==> src/rtl/bus_sync_tx.sv <==
// bus_sync_tx: source side of a toggle-handshake multi-bit bus crossing.
// A word accepted on in_valid/in_ready is registered onto xfer_data and
// announced by flipping xfer_req. No new word is taken until the echoed
// xfer_ack, resynchronised through NUMSTGS flops, matches xfer_req again.
//
// Handshake: a word moves on every rising clk edge where in_valid and
// in_ready are both high. in_ready depends only on registers, never on
// in_valid, and xfer_data only changes on such an accept edge.
//
// Optional feature: define BUS_SYNC_TX_TIMEOUT_EN to build the ack timeout
// counter and the sticky timeout_err flag. Without it timeout_err is 0.
module bus_sync_tx #(
    parameter int DATAWTH  = 8,
    parameter int NUMSTGS  = 2,
    parameter int TOCYCLES = 255
) (
    input  logic               clk,
    input  logic               rst,
    input  logic               in_valid,
    output logic               in_ready,
    input  logic [DATAWTH-1:0] in_data,
    output logic [DATAWTH-1:0] xfer_data,
    output logic               xfer_req,
    input  logic               xfer_ack,
    output logic               busy,
    output logic               timeout_err
);

    localparam logic [0:0] ST_IDLE = 1'b0;
    localparam logic [0:0] ST_WAIT = 1'b1;

    logic [NUMSTGS-1:0] sync_q, sync_d;
    logic               ack_sync;
    logic [0:0]         state_q, state_d;
    logic               req_q, req_d;
    logic [DATAWTH-1:0] data_q, data_d;
    logic               accept;
    logic               ack_match;

    // Only the last synchronizer stage is ever looked at.
    assign ack_sync  = sync_q[NUMSTGS-1];
    assign ack_match = (ack_sync == req_q);

    // A stale ack left over from an un-reset destination holds in_ready low.
    assign in_ready  = (state_q == ST_IDLE) && ack_match;
    assign accept    = in_valid && in_ready;
    assign busy      = (state_q == ST_WAIT);
    assign xfer_data = data_q;
    assign xfer_req  = req_q;

    // Next-state logic: accept in IDLE, wait for the matching ack in WAIT.
    always_comb begin
        sync_d  = {sync_q[NUMSTGS-2:0], xfer_ack};
        state_d = state_q;
        req_d   = req_q;
        data_d  = data_q;
        case (state_q)
            ST_IDLE: begin
                if (accept) begin
                    data_d  = in_data;
                    req_d   = ~req_q;
                    state_d = ST_WAIT;
                end
            end
            default: begin
                if (ack_match) begin
                    state_d = ST_IDLE;
                end
            end
        endcase
    end

    // State, request toggle, held data and the ack synchronizer chain.
    always_ff @(posedge clk or posedge rst) begin
        if (rst) begin
            sync_q  <= '0;
            state_q <= ST_IDLE;
            req_q   <= 1'b0;
            data_q  <= '0;
        end else begin
            sync_q  <= sync_d;
            state_q <= state_d;
            req_q   <= req_d;
            data_q  <= data_d;
        end
    end

`ifdef BUS_SYNC_TX_TIMEOUT_EN
    localparam int             CNTW    = $clog2(TOCYCLES + 1);
    localparam logic [CNTW-1:0] CNT_MAX  = CNTW'(TOCYCLES);
    localparam logic [CNTW-1:0] CNT_LAST = CNTW'(TOCYCLES - 1);

    logic [CNTW-1:0] cnt_q, cnt_d;
    logic            terr_q, terr_d;

    // Counts edges since accept; the TOCYCLES-th edge still in WAIT flags.
    // The transfer itself is never aborted, only reported.
    always_comb begin
        cnt_d  = cnt_q;
        terr_d = terr_q;
        if (accept) begin
            cnt_d = '0;
        end else if (state_q == ST_WAIT) begin
            if (cnt_q != CNT_MAX) begin
                cnt_d = cnt_q + 1'b1;
            end
            if (cnt_q == CNT_LAST) begin
                terr_d = 1'b1;
            end
        end
    end

    // Timeout counter and sticky error flag; only rst clears the flag.
    always_ff @(posedge clk or posedge rst) begin
        if (rst) begin
            cnt_q  <= '0;
            terr_q <= 1'b0;
        end else begin
            cnt_q  <= cnt_d;
            terr_q <= terr_d;
        end
    end

    assign timeout_err = terr_q;
`else
    assign timeout_err = 1'b0;
`endif

endmodule

==> config.mk <==
export PLATFORM = sky130hd
export DESIGN_NAME = bus_sync_tx
export DESIGN_NICKNAME = d
export VERILOG_FILES = /design/src/rtl/bus_sync_tx.sv
export SDC_FILE = /design/constraint.sdc
export NUM_CORES = 1
export LEC_CHECK = 0
export CAP_MARGIN = 10
export CORE_AREA = 2 2 39 41
export CTS_CLUSTER_SIZE = 12
export DETAILED_ROUTE_END_ITERATION = 10
export DIE_AREA = 0 0 41 43
export PLACE_DENSITY = 0.69
export SYNTH_ARGS = -nofsm -noshare
export SYNTH_HDL_FRONTEND = slang
export SYNTH_SLANG_ARGS = --single-unit
==> constraint.sdc <==
create_clock -name clk -period 3.2 [get_ports clk]
set_input_delay 0.64 -clock clk [delete_from_list [all_inputs] [get_ports clk]]
set_output_delay 0.64 -clock clk [all_outputs]
set_load 0.1 [all_outputs]
==> run metrics <==
status finished clean; input/output buffers 22; CTS tree built; Post-Syn Nets 42; Top Metal Used met4; CP max-delay cell dfrtp_1; Sum Neg Setup Slack 0 ps; Finish-stage setup viols 0; Tmin final 1948 ps; Yosys reg bits 12; max-slew violations 0; post-synthesis sequential area ratio 0.6522; critical path data arrival time 1310 ps; DR WL met3 46 um; initial antenna violation count 0; top cell type's share of synthesized area 0.6522; Overflow after GRT 0; Post-layout nets 68; slowest stage delay, CP 430 ps; total wire length 750 um; largest net degree at the start of global routing 13; CP top delay family flip-flops; vias in the first global route between 200 and 300; DRT met1 WL 296 um; DR pass1 iterations 1; reg-to-reg slack, setup 1810 ps; initial core utilization 0.3327; core area 1384 um^2; Final period util 0.6087; die area 1763 um^2; clock tree sinks 12; Synth-to-Final Area Change 52.45%; H-tree Lvls 1; met2 WL post-DR 390 um; # IOs 24; Max Clk Rate between 500 and 600 MHz; crit end category output port; FF-to-FF Start xfer_req; critical path depth 3; Critical Path Source Type register; number of remaining DRC errors 0; synth top area cells dfrtp_1 (65%), mux2_2 (20%), xor2_2 (3.5%); Clock Skews about 1.8 ps; die height 43 um; antenna viol nets, final 0; # diodes 0; yosys warns 0; critical path class register to output port; worst-path maximum fanout 3; Worst-path clk slew ~70 ps; setup repair bufs after CTS 0; Required @ worst endpoint 2560 ps; RSZ-0062 raised after global routing false; DR WL/cell 10.56 um; CTS buffer count 3; R2R cell count 3; share of cells above drive strength 1 0.4727; CP cell instances xor2_2 -> nor2_1 -> buf_4; hold path depth 0; CTS root buffer clkbuf_4; Via density approximately 4.2; Netlist cell types 12; Synth area leader dfrtp_1; Hold Startpoint sync_q[0]; CP bufs+invs 1; worst hold path type register to register; Resize count post-CTS 0; Fin. Hold Viols 0; all-layer global routing usage 0.1117; Fillers 129; worst-skew pair later-pin latency 270 ps; First DRT Iteration DRCs 0; CTS Hold Bufs 0; Std-Cell Rows 14; syn avg cell area 15.35 um^2; Worst Hold Path EP sync_q[1]; area of the mapped netlist 460.4 um^2; Max clock buf depth 2; RD Place Congestion 0.5821; first-pass GRT wire length 1179 um; post-DP HPWL 600.4 um; Die X 41 um; max-cap viol count 0; Cells after Synth 30; via count 301; Critical R2R Capture xfer_data[6]
[cells in the final DEF, fill, tap and decap left out]
master           count
dfrtp_1             12
clkdlybuf4s50_1     11
buf_4               11
mux2_2               8
clkbuf_4             3
xor2_2               1
nand2b_1             1
nor2_4               1
nand2_1              1
o21ai_0              1
nor2_1               1
a21o_2               1
inv_1                1
conb_1               1
clkbuf_8             1
[registers in the layout, summed over array words and instances, names as in the netlist]
register / flops
xfer_req: 1
sync_q: 2
busy: 1
xfer_data: 8
[cell type report]
class / instances / area [um^2] / area share
clock buffer: 4 / 36.28 / 0.05169
sequential: 12 / 300.3 / 0.4278
timing repair buffer: 22 / 192.7 / 0.2745
tap: 16 / 20.02 / 0.02852
multi-input combinational: 16 / 148.9 / 0.2121
inverter: 1 / 3.754 / 0.005348
[Yosys cell counts]
| cell type | count |
|---|---|
| buf_4 | 1 |
| o21ai_0 | 1 |
| a21o_2 | 1 |
| nand2b_1 | 1 |
| nand2_1 | 1 |
| nor2_4 | 1 |
| dfrtp_1 | 12 |
| mux2_2 | 8 |
| nor2_1 | 1 |
| conb_1 | 1 |
| xor2_2 | 1 |
| inv_1 | 1 |
[layer usage]
metal	up-vias	track usage
li1	146	-
met1	142	0.1237
met2	11	0.1531
met3	2	0.06283
met4	0	0.08000
met5	-	0
[cells by family (layout without fill, tap and decap cells)]
kind of cell    count (synthesis)  in the layout  synth area share
flops                          12             12            0.6522
compound gates                  2              2           0.02988
simple gates                    4              4           0.05434
xor+xnor                        1              1           0.03534
other cells                     1              1          0.008144
mux                             8              8            0.1957
buf+inv                         2             27           0.02445
[worst max path at each step]
stage              from            to  slack, ps
2_1_floorplan  xfer_req      in_ready         80
3_3_place_gp   in_valid  xfer_data[5]       1250
3_5_place_dp   in_valid  xfer_data[6]       1240
4_1_cts        xfer_req      in_ready       1230
5_1_grt        xfer_req      in_ready       1180
6_report       xfer_req      in_ready       1250
[metrics by stage]
step / hold slack [ps] / worst slack, ps / std cells / area (um^2) / util
floorplan: 331.2 / 75.94 / 30 / 460.4 / -
global placement: 331.1 / 1252 / 67 / 665.6 / 0.4810
detailed placement: 334.7 / 1238 / 67 / 665.6 / 0.4810
CTS: 351.4 / 1232 / 71 / 701.9 / 0.5072
global route: 367.4 / 1183 / 71 / 701.9 / 0.5072
finish: 350.2 / 1252 / 71 / 701.9 / 0.5072
Power is left out: the tool's default activity adds up to more than one toggle a clock period on the data nets, which glitch-free logic cannot reach.
